$ cat src/rtl/pattern_gen_if.sv
// Pixel request/response bundle between the oled driver (master) and a pixel source (slave).
interface pattern_gen_if;
  logic       read;
  logic [5:0] row_idx;
  logic [6:0] column_idx;
  logic [7:0] data;
  logic       ack;
  logic       frame_done;

  modport master (
    output read, row_idx, column_idx,
    input  data, ack, frame_done
  );

  modport slave (
    input  read, row_idx, column_idx,
    output data, ack, frame_done
  );
endinterface

$ cat src/rtl/pattern_gen.sv
// Test-pattern pixel source for the oled read/ack port: answers each page-byte read one cycle later,
// with mode/invert latched and horizontal scroll advanced at every frame boundary.
module pattern_gen #(
  parameter int COLUMNS      = 128,
  parameter int PAGES        = 8,
  parameter int CELL_LOG2    = 3,
  parameter int SCROLL_DIV   = 4,
  parameter int SCROLL_STEP  = 1,
  parameter int DEFAULT_MODE = 5
) (
  input  logic             clk,
  input  logic             rst,
  pattern_gen_if.slave     bus,
  input  logic [2:0]       mode_in,
  input  logic             invert_in,
  input  logic             scroll_en,
  output logic [6:0]       scroll_x
);

  localparam int FCW = (SCROLL_DIV > 1) ? $clog2(SCROLL_DIV) : 1;

  typedef enum logic [2:0] {
    MODE_OFF     = 3'd0,
    MODE_ON      = 3'd1,
    MODE_CHECKER = 3'd2,
    MODE_HSTRIPE = 3'd3,
    MODE_VSTRIPE = 3'd4,
    MODE_DITHER  = 3'd5,
    MODE_RSV6    = 3'd6,
    MODE_RSV7    = 3'd7
  } mode_e;

  function automatic logic pixel_on(input logic [2:0] mode, input logic [7:0] x, input logic [8:0] y);
    logic xc;
    logic yc;
    logic on;
    xc = x[CELL_LOG2];
    yc = y[CELL_LOG2];
    case (mode_e'(mode))
      MODE_ON:      on = 1'b1;
      MODE_CHECKER: on = ~(xc ^ yc);
      MODE_HSTRIPE: on = ~yc;
      MODE_VSTRIPE: on = ~xc;
      MODE_DITHER:  on = ~(xc ^ yc) & ~(x[0] ^ y[0]);
      default:      on = 1'b0;
    endcase
    return on;
  endfunction

  // Bit b of the byte is pixel row row*8+b at the (already scrolled) column x.
  function automatic logic [7:0] pattern_byte(input logic [2:0] mode, input logic inv,
                                              input logic [7:0] x, input logic [5:0] row);
    logic [7:0] byte_v;
    for (int b = 0; b < 8; b++) begin
      byte_v[b] = pixel_on(mode, x, {row, 3'(b)});
    end
    return byte_v ^ {8{inv}};
  endfunction

  logic [7:0]     data_q, data_d;
  logic           ack_q, ack_d;
  logic           frame_done_q, frame_done_d;
  logic [6:0]     scroll_x_q, scroll_x_d;
  logic [FCW-1:0] frame_cnt_q, frame_cnt_d;
  logic [2:0]     mode_q, mode_d;
  logic           invert_q, invert_d;

  logic [7:0]     x_sum;
  logic [7:0]     x_wrap;
  logic [7:0]     step_sum;
  logic [6:0]     step_wrap;
  logic           in_range;
  logic           boundary;

  always_comb begin
    x_sum     = {1'b0, bus.column_idx} + {1'b0, scroll_x_q};
    x_wrap    = (x_sum >= 8'(COLUMNS)) ? x_sum - 8'(COLUMNS) : x_sum;
    step_sum  = {1'b0, scroll_x_q} + 8'(SCROLL_STEP);
    step_wrap = 7'((step_sum >= 8'(COLUMNS)) ? step_sum - 8'(COLUMNS) : step_sum);
    in_range  = (32'(bus.row_idx) < PAGES) && (32'(bus.column_idx) < COLUMNS);
    boundary  = bus.read && (bus.row_idx == 6'(PAGES - 1)) && (bus.column_idx == 7'(COLUMNS - 1));

    ack_d        = bus.read;
    frame_done_d = boundary;
    data_d       = data_q;
    scroll_x_d   = scroll_x_q;
    frame_cnt_d  = frame_cnt_q;
    mode_d       = mode_q;
    invert_d     = invert_q;

    // Out-of-range requests are still acknowledged, with a blank (never inverted) byte.
    if (bus.read) begin
      data_d = in_range ? pattern_byte(mode_q, invert_q, x_wrap, bus.row_idx) : 8'h00;
    end

    // The boundary byte itself was computed above with the old settings and old scroll.
    if (boundary) begin
      mode_d   = mode_in;
      invert_d = invert_in;
      if (scroll_en) begin
        if (frame_cnt_q == FCW'(SCROLL_DIV - 1)) begin
          scroll_x_d  = step_wrap;
          frame_cnt_d = '0;
        end else begin
          frame_cnt_d = frame_cnt_q + 1'b1;
        end
      end else begin
        frame_cnt_d = '0;
      end
    end
  end

  always_ff @(posedge clk or posedge rst) begin
    if (rst) begin
      data_q       <= 8'h00;
      ack_q        <= 1'b0;
      frame_done_q <= 1'b0;
      scroll_x_q   <= '0;
      frame_cnt_q  <= '0;
      mode_q       <= 3'(DEFAULT_MODE);
      invert_q     <= 1'b0;
    end else begin
      data_q       <= data_d;
      ack_q        <= ack_d;
      frame_done_q <= frame_done_d;
      scroll_x_q   <= scroll_x_d;
      frame_cnt_q  <= frame_cnt_d;
      mode_q       <= mode_d;
      invert_q     <= invert_d;
    end
  end

  assign bus.data       = data_q;
  assign bus.ack        = ack_q;
  assign bus.frame_done = frame_done_q;
  assign scroll_x       = scroll_x_q;

endmodule

$ cat src/flat_wrapper.sv
// flat-port wrapper written by rule: the top's interface ports become plain ports
module pattern_gen_flat 
#(
  parameter int COLUMNS      = 128,
  parameter int PAGES        = 8,
  parameter int CELL_LOG2    = 3,
  parameter int SCROLL_DIV   = 4,
  parameter int SCROLL_STEP  = 1,
  parameter int DEFAULT_MODE = 5
)
  (clk, rst, mode_in, invert_in, scroll_en, scroll_x, bus_read, bus_row_idx, bus_column_idx, bus_data, bus_ack, bus_frame_done);
  pattern_gen_if bus_i ();
  input  logic clk;
  input  logic rst;
  input  logic [2:0] mode_in;
  input  logic invert_in;
  input  logic scroll_en;
  output logic [6:0] scroll_x;
  input wire logic [$bits(bus_i.read)-1:0] bus_read;
  input wire logic [$bits(bus_i.row_idx)-1:0] bus_row_idx;
  input wire logic [$bits(bus_i.column_idx)-1:0] bus_column_idx;
  output wire logic [$bits(bus_i.data)-1:0] bus_data;
  output wire logic [$bits(bus_i.ack)-1:0] bus_ack;
  output wire logic [$bits(bus_i.frame_done)-1:0] bus_frame_done;
  assign bus_i.read = bus_read;
  assign bus_i.row_idx = bus_row_idx;
  assign bus_i.column_idx = bus_column_idx;
  assign bus_data = bus_i.data;
  assign bus_ack = bus_i.ack;
  assign bus_frame_done = bus_i.frame_done;
  pattern_gen #(.COLUMNS(COLUMNS), .PAGES(PAGES), .CELL_LOG2(CELL_LOG2), .SCROLL_DIV(SCROLL_DIV), .SCROLL_STEP(SCROLL_STEP), .DEFAULT_MODE(DEFAULT_MODE)) u_core (.clk(clk), .rst(rst), .bus(bus_i), .mode_in(mode_in), .invert_in(invert_in), .scroll_en(scroll_en), .scroll_x(scroll_x));
endmodule
$ cat config.mk
export PLATFORM = sky130hd
export DESIGN_NAME = pattern_gen_flat
export DESIGN_NICKNAME = d
export VERILOG_FILES = /design/src/rtl/pattern_gen_if.sv /design/src/rtl/pattern_gen.sv /design/src/flat_wrapper.sv
export SDC_FILE = /design/constraint.sdc
export NUM_CORES = 1
export LEC_CHECK = 0
export CAP_MARGIN = 15
export CORE_AREA = 2 2 88 48
export DETAILED_ROUTE_END_ITERATION = 12
export DIE_AREA = 0 0 90 50
export GPL_TIMING_DRIVEN = 1
export PLACE_DENSITY_LB_ADDON = 0.3
export SYNTH_ARGS = -nofsm -noshare
export SYNTH_HDL_FRONTEND = slang
export SYNTH_SLANG_ARGS = --single-unit
export TNS_END_PERCENT = 5
$ cat constraint.sdc
create_clock -name clk -period 2.6 [get_ports clk]
set_input_delay 0.26 -clock clk [delete_from_list [all_inputs] [get_ports clk]]
set_output_delay 0.26 -clock clk [all_outputs]
set_load 0.02 [all_outputs]
; ---- After elaboration in Yosys (flattened, before gate mapping)
; Cells that the tools add are included.
[totals]
regBits = 23
in_bits = 21
out_inout_bits = 17
elab_cells = 43
[op_classes]
add_sub_neg = 5
order_cmp = 3
eq_ne = 8
muxes = 9
bitwise_logic = 8
reduce_logical = 3
[ops]
columns = op, count
row1 = "greater-or-equal comparator 8 bit, second input constant", 2
row2 = case mux 1 bit (5 select lines), 2
row3 = "adder 7 x 1 -> 8 bit, second input constant", 1
row4 = adder 7 x 7 -> 8 bit, 1
row5 = two-way mux 8 bit, 1
row6 = XOR 8 bit, 1
row7 = "== test 7 bit, second input constant", 1
row8 = two-way mux 7 bit, 1
row9 = "subtractor 7 x 1 -> 7 bit, second input constant", 1
row10 = "== test 3 x 2 -> 1 bit, second input constant", 2
row11 = "== test 3 bit, second input constant", 2
row12 = "== test 6 x 3 -> 1 bit, second input constant", 1
row13 = "less-than comparator 6 x 4 -> 1 bit, second input constant", 1
row14 = two-way mux 2 bit, 2
row15 = two-way mux 4 bit, 1
row16 = NOT 1 bit, 4
row17 = "subtractor 4 x 1 -> 4 bit, second input constant", 1
row18 = "== test 3 x 1 -> 1 bit, second input constant", 1
row19 = AND reduction 3 bit, 1
row20 = "adder 2 x 1 -> 2 bit, second input constant", 1
row21 = AND 1 bit, 2
row22 = "== test 2 bit, second input constant", 1
row23 = logical AND 1 bit, 2
row24 = two-way mux 1 bit, 2
row25 = XOR 1 bit, 1

; ---- Logic depth before layout (Yosys ltp)
; Gate-level depths: netlist of the first run.
[depth]
depth_word = 10
mapped_depth = 7
depth_no_buf = 7

; ---- Worst setup path after synthesis of the first run
; Ideal clock, no wire load.
[synth_path]
path_kind = reg2reg
start = reg u_core.scroll_x_q[1], in the netlist u_core.scroll_x[1]
end = reg u_core.data_q[6], in the netlist u_core.bus.data[6]
setup_ps = 135
arrival_ps = 2205
required_time_ps = 2465
setup_slack_ps = 261
path_stages_with_launch = 8
n_path_buf = 0
synth_period_minus_slack_ps = 2339
path_cell_list = dfrtp_1 ha_1 a21o_1 a211oi_1 nor3_1 nor4_1 mux2i_1 nand4_1
[synth_via]
elab_chain_cells = 10
word_cells_on_any_way = 13
classes_between = add/sub (2) / order compare (1) / mux (4) / bitwise (6)
[synth_rtl]
columns = element, line_no
row1 = start: declaration, pattern_gen.sv:63  ; logic [6:0] scroll_x_q, scroll_x_d;
row2 = start signal: assignment, pattern_gen.sv:126  ; scroll_x_q <= scroll_x_d;
row3 = adder 7 x 7 -> 8 bit *, pattern_gen.sv:76  ; x_sum = {1'b0, bus.column_idx} + {1'b0, scroll_x_q};
row4 = greater-or-equal comparator 8 bit / subtractor 4 x 1 -> 4 bit (equally long branches), pattern_gen.sv:77  ; x_wrap = (x_sum >= 8'(COLUMNS)) ? x_sum - 8'(COLUMNS) : x_sum;
row5 = two-way mux 4 bit *, pattern_gen.sv:77
row6 = XOR 1 bit, "pattern_gen.sv:41, pattern_gen.sv:44"
row7 = NOT 1 bit, "pattern_gen.sv:41, pattern_gen.sv:44"
row8 = AND 1 bit, pattern_gen.sv:44  ; MODE_DITHER: on = ~(xc ^ yc) & ~(x[0] ^ y[0]);
row9 = case mux 1 bit (5 select lines) *, pattern_gen.sv:39  ; case (mode_e'(mode))
row10 = two-way mux 1 bit *, pattern_gen.sv:92  ; if (bus.read) begin
row11 = XOR 8 bit *, pattern_gen.sv:57  ; return byte_v ^ {8{inv}};
row12 = two-way mux 8 bit *, pattern_gen.sv:93  ; data_d = in_range ? pattern_byte(mode_q, invert_q, x_wrap, bus.row_idx) : 8'h00;
row13 = end signal: assignment, pattern_gen.sv:123  ; data_q <= data_d;
row14 = end: declaration, pattern_gen.sv:60  ; logic [7:0] data_q, data_d;
; Every way passes the cells marked *; elsewhere a longest branch is shown, timed or not. The select of a mux whose other input is x is not followed.
; A chain may end at the register's enable or synchronous reset.

; ---- Worst setup path in the final report of the first run
[layout_path]
start = in bus_column_idx[2]
end = reg u_core.data_q[6], in the netlist u_core.bus.data[6]
[layout_via]
elab_chain_cells = 10
word_cells_on_any_way = 13
classes_between = add/sub (2) / order compare (1) / mux (4) / bitwise (6)
[layout_rtl]
columns = element, line_no
row1 = start: declaration, flat_wrapper.sv:21  ; input wire logic [$bits(bus_i.column_idx)-1:0] bus_column_idx;
row2 = adder 7 x 7 -> 8 bit *, pattern_gen.sv:76
row3 = greater-or-equal comparator 8 bit / subtractor 4 x 1 -> 4 bit (equally long branches), pattern_gen.sv:77
row4 = two-way mux 4 bit *, pattern_gen.sv:77
row5 = XOR 1 bit, "pattern_gen.sv:41, pattern_gen.sv:44"
row6 = NOT 1 bit, "pattern_gen.sv:41, pattern_gen.sv:44"
row7 = AND 1 bit, pattern_gen.sv:44
row8 = case mux 1 bit (5 select lines) *, pattern_gen.sv:39
row9 = two-way mux 1 bit *, pattern_gen.sv:92
row10 = XOR 8 bit *, pattern_gen.sv:57
row11 = two-way mux 8 bit *, pattern_gen.sv:93
; Marked as above.

==> impl_metrics.toml, run 1 <==
[clocking]
cts_buffers = 3
clk_latency_ns = 0.26
clock_path_buffers = 2
clockRootBuffer = "clkbuf_8"
cts_sinks = 17
cts_max_level = 1
cts_tree = "done"
clk_pin_slew_worst_paths_ns = 0.07

[detailed_routing]
drt_iter0_markers = 19
wl_mm = 2.48
wire_per_inst_um = 13.3
vias_per_cell = 4.51
dr.pass1.iters = 4
vias = 844
drc = 0
ant_nets = 0

[finish]
finish.instance_area_mm2 = 0.00146
drive_gt1_share_pct = 12.8
syn2layout_area_growth_pct = 47.0
fillers = 386
multi_input_area_um2 = 497
final_common_cell = "clkdlybuf4s50_1"
final_cells = 187
layout_common_cells = "clkdlybuf4s50_1, dfrtp_1, nand4_1, nand2_1, xnor2_1"
diodes = 0
fin_util_pct = 39.3
nets = 160
regArea_um2 = 428

[job]
cap_violations = 0

[global_route]
antenna_found_initial = 0
grt_pass1_wl_mm = 3.78
gr-usage-all-layers_pct = 11.3
grt_pass1_vias = 769
grt_overflow = 0
grt_max_degree = 18

[worst_setup_path]
crit_fanout = 4
worstPathArrival_ns = 2.48
required_ns = 2.73
setup.worst_path.end_class = "flip-flop"
startpoint_type = "primary input"
criticalPathCategory = "in -> reg"

[placed_design]
port_buffers = 37
gp_congestion = 0.723
dp.cells = 183
dp_slack_ns = -0.0455
dp_hpwl_mm = 2.00
postPlaceCellArea_mm2 = 0.00141

[yosys]
postSynthCellCount = 95
yosysTopAreaCellShare_pct = 37.7
yosys_warnings = 0
synth_edf_count = 0
synthFlopType = "dfrtp_1"
synth.avg_cell_area_um2 = 10.5
synth_seq_cells = 17
yosys.area.top_type = "dfrtp_1"
async_flop_share_pct = 100
seq_area_frac_synth_pct = 43.0
synth_area_leaders = "dfrtp_1, ha_1, nand4_1, buf_4, dfstp_2"
yosysUniqueCellTypes = 32
syn-cell-area_um2 = 996
synth_nets = 121

[floorplan]
start_util_pct = 26.7
num_io_pins = 38
fp-row-count = 16
die_w_um = 90
die_h_um = 50
design.die.area_mm2 = 0.00450
core_area_mm2 = 0.00372

[status]
status = "finished clean"

[power_and_ir_drop]
finalPower_uw = 560
p_per_area_mw_per_mm2 = 383
vdd_drop_max_v = 0.000126
leakagePower_nw = 0.632

[timing]
worstMarginPinSlew_ns = 0.668
slew_headroom_pct = 55.4
report.final.slew_viol_count = 0
final.period_utilization_pct = 90.4
fin_crit_ns = 2.35
fmax_mhz = 425
setup_slack_ns = 0.250
hold_ws_ns = 0.390
hold_viol_final = 0
rsz0062_at_grt = "false"
finalSetupViolCount = 0
fin_skew_ns = 0.00316
tns_ns = 0

[worst_hold_path]
hp-class = "in -> async"
[routing by layer]
layer,wire [um],global-route usage (%)
met1,1200,15.0
met2,1070,16.2
met3,186,4.59
met4,29,4.62
met5,0,0
[worst max-delay path, stage by stage]
cell and delay [ns]:
clkdlybuf4s50_1 0.44, ha_1 0.37, a21oi_1 0.08, a21boi_0 0.35, nor3_1 0.10, nor4_1 0.32, buf_4 0.19, mux2i_1 0.23
nand4_1 0.13
[path summary, 6_finish.rpt]
kind	startpoint	endpoint	slack [ns]	depth (start not counted)
setup / recovery	bus_column_idx[2]	u_core.bus.data[6]	0.25	9
max in group asynchronous	rst	u_core.bus.ack	1.78	2
hold reg to reg	u_core.scroll_x[6]	u_core.scroll_x[6]	0.47	1
min in group clk	u_core.scroll_x[6]	u_core.scroll_x[6]	0.47	1
setup reg to reg	u_core.scroll_x[2]	u_core.bus.data[6]	0.27	8
hold / removal	rst	u_core.bus.frame_done	0.39	2
[cell families (layout without fill, tap and decap cells)]
family	count (synthesis)	after routing	synth area share, %
buffers and inverters	13	51	7.66
xor gates and xnor gates	8	8	8.42
and+or+nand+nor	36	36	22.2
muxes	5	5	5.53
AOI/OAI and AO/OA	11	11	6.91
adders and majority gates	5	5	6.28
DFF	17	17	43.0
[synthesized netlist by cell type, types with 3 or more instances]
master,instances
dfrtp_1,15
nand4_1,9
buf_4,7
nand2_1,6
xnor2_1,6
ha_1,5
inv_1,5
mux2_2,4
nand3_1,4
nor2_1,3
o21ai_0,3
[flip-flops by register name, indices dropped and copies added, names as in the netlist]
register and count:
u_core.bus.ack 1, u_core.frame_cnt_q 2, u_core.bus.data 2, u_core.mode_q 3, u_core.invert_q 1, u_core.scroll_x 7
u_core.bus.frame_done 1
[cell type report]
| cell class | count | area share, % |
|---|---|---|
| multi-input combinational | 65 | 33.9 |
| timing repair buffer | 42 | 27.9 |
| inverter | 5 | 1.28 |
| sequential | 17 | 29.2 |
| clock buffer | 4 | 3.08 |
| tap | 54 | 4.62 |
[where the power goes]
| part | switching (mW) | total, mW | internal, mW |
|---|---|---|---|
| clock | 0.0962 | 0.205 | 0.109 |
| sequential | 0.00297 | 0.270 | 0.267 |
| combinational | 0.0355 | 0.0845 | 0.0489 |
[timing repair]
action,CTS,global route
gates resized for setup,0,1
hold buffers,0,0
setup buffers,0,0
hold endpoints to repair,0,0
endpoints found under the setup margin,0,1
Power figures use the tool's default switching activity.
==> run 2: changes to the inputs <==
CTS_CLUSTER_DIAMETER = 80   (was default)
==> results of run 2 <==
Same layout as run 1: the final DEF is identical, and so are final timing and power.
==> patch: new RTL, flow settings as in run 1 <==
`data_q` no longer has a reset.
--- a/src/rtl/pattern_gen.sv
+++ b/src/rtl/pattern_gen.sv
@@ -112,7 +112,6 @@
 
   always_ff @(posedge clk or posedge rst) begin
     if (rst) begin
-      data_q       <= 8'h00;
       ack_q        <= 1'b0;
       frame_done_q <= 1'b0;
       scroll_x_q   <= '0;
@@ -120,7 +119,6 @@
       mode_q       <= 3'(DEFAULT_MODE);
       invert_q     <= 1'b0;
     end else begin
-      data_q       <= data_d;
       ack_q        <= ack_d;
       frame_done_q <= frame_done_d;
       scroll_x_q   <= scroll_x_d;
@@ -130,6 +128,10 @@
     end
   end
 
+  always_ff @(posedge clk) begin
+    data_q <= data_d;
+  end
+
   assign bus.data       = data_q;
   assign bus.ack        = ack_q;
   assign bus.frame_done = frame_done_q;
Formal check against the unedited RTL: not equivalent (Yosys sat finds a counterexample within 4 cycles, from zero or initial values and one cycle with rst high).
==> patch against run 1 <==
  * Clock power grew 3%
  * Worst setup slack gained 0.22 ns
  * Area after synthesis shrank 5.2%
  * Sequential cell count is the same
  * Power grew 1.6%
  * Cell area shrank 5.2%
  * Clock skew is essentially flat
  * Final cell count shrank 8.0%
  * Wire length shrank 8.1%
  * Maximum frequency grew 11%
==> patch: results (changes against run 1) <==
| Metric | Value |
|---|---|
| Largest net degree at the start of global routing | `16 (-2)` |
| Static Leak | `0.000610 uW (-3.5%)` |
| Vias in the first global route | `788 (+2.5%)` |
| Gpl congestion | `0.842 (+17%)` |
| Clk_skew | `0.00332 ns (+0.000155 ns)` |
| Synth top area cells | `dfrtp_1 (34%), ha_1 (6.6%), xnor2_1 (6.5%), edfxtp_1 (6.4%), dfstp_2 (5.6%)` |
| Worst Reg2Reg Path Length in Cells | `7 (-1)` |
| Ys async rst share | `0.882 (-0.118)` |
| Synth top cells by count | `dfrtp_1 (13), xnor2_1 (7), buf_4 (6), inv_1 (6), nand4_1 (6)` |
| 1st-iter DRT viols | `12 (-7)` |
| Crit-path max cell delay | `0.47 ns (+0.03 ns)` |
| Max FO, Critical Path | `6 (+2)` |
| Post-synth EDFFs | `2 (+2)` |
| Worst path top cell family by delay | `compound AO/OA/AOI/OAI gates` |
| Post-CTS setup buffer count | `0 (unchanged)` |
| Non-clock buffer count | `38 (-9.5%)` |
| Buffer share of cell area | `0.272 (-0.00632)` |
| Nets | `145 (-9.4%)` |
| Vias | `747 (-11%)` |
| Slowest CP cell | `dfrtp_1` |
| Final core utilization | `0.373 (-0.0205)` |
| ClkCell Share | `0.0343 (+0.00350)` |
| Sequential cell area share | `0.316 (+0.0233)` |
| R2R Setup Slk | `0.47 ns (+0.20 ns)` |
| Layout cell share with drive strength beyond 1 | `0.110 (-0.0177)` |
| Placed Area | `1340 um2 (-5.2%)` |
| Hold slack | `0.356 ns (-0.0339 ns)` |
| Avg WL per Cell | `13.3 um (-0.12%)` |
| # clk buffers | `3 (-1)` |
| Place WS | `0.252 ns (+0.297 ns)` |
| Vias per inst | `4.34 (-3.8%)` |
| First-pass GRT wire length | `3800 um (+0.53%)` |
| Sequential share of the synthesized area | `0.464 (+0.0339)` |
| Die area | `4500 um2 (unchanged)` |
| Synthesis-stage register bit count | `17 (unchanged)` |
| Largest register FFs | `7 (unchanged)` |
| Status | `completed` |
| Fill cells | `393 (+1.8%)` |
| Worst slew pin tran | `0.592 ns (-0.0759 ns)` |
| Fraction of area in multi-input gates | `0.313 (-0.0264)` |
| Multi-input gates | `53 (-18%)` |
| DP HPWL | `1850 um (-7.3%)` |
| CP Data Arrival Time | `2.14 ns (-0.34 ns)` |
| Total GRT Usage | `0.108 (-0.00445)` |
| Inverters | `6 (+1)` |
| Fin crit share | `0.818 (-0.0859)` |
| CTS Buffer Depth | `2 (unchanged)` |
| Maximum vdd drop | `200 uV (+59%)` |
| Post-Syn Nets | `109 (-9.9%)` |
| Placed instance count | `168 (-8.2%)` |
| Avg Cell Area, Syn | `11.4 um2 (+8.6%)` |
| PortBufs | `37 (unchanged)` |
| Post-synth cell types | `29 (-9.4%)` |
==> patch: cell count changes after synthesis, moves of 2 or more <==
cell | run 1 | this run
o211ai_1 | 0 | 2
a21oi_1 | 2 | 0
mux2i_1 | 1 | 3
nor4b_1 | 2 | 0
nand3_1 | 4 | 2
nand2_1 | 6 | 4
or4_1 | 2 | 0
dfrtp_1 | 15 | 13
edfxtp_1 | 0 | 2
nand4_1 | 9 | 6
==> patch: worst paths after layout <==
kind                               startpoint                    end
max reg2reg                u_core.scroll_x[1]     u_core.bus.data[6]
min                                       rst  u_core.frame_cnt_q[1]
min reg2reg                u_core.scroll_x[6]     u_core.scroll_x[6]
max                        u_core.scroll_x[1]     u_core.bus.data[6]
max in group asynchronous                 rst     u_core.scroll_x[6]
min in group clk           u_core.scroll_x[6]     u_core.scroll_x[6]
==> patch: metal layers <==
layer | vias up | wire, um | share of wire | global-route usage
met4 | 0 | 13 | 0.0057 | 0.0282
met1 | 355 | 1120 | 0.49 | 0.146
li1 | 360 | - | - | -
met5 | - | 0 | 0 | 0
met2 | 30 | 954 | 0.42 | 0.155
met3 | 2 | 198 | 0.087 | 0.0505
==> patch: logic make-up (layout without fill, tap and decap cells) <==
| group | after synthesis | in the layout | share of synthesized area |
|---|---|---|---|
| flip-flops | 17 | 17 | 0.464 |
| multiplexers | 7 | 7 | 0.0795 |
| XOR/XNOR | 9 | 9 | 0.0980 |
| buffers and inverters | 13 | 48 | 0.0768 |
| adder cells (fa/ha/maj) | 5 | 5 | 0.0662 |
| AO/OA/AOI/OAI | 9 | 9 | 0.0715 |
| AND/OR/NAND/NOR | 23 | 23 | 0.144 |
==> patch: power breakdown <==
group | leakage [uW] | internal (uW) | switching (uW)
sequential | 0.000209 | 273 | 2.64
clock | 0.0000260 | 109 | 102
combinational | 0.000375 | 49.1 | 33.5
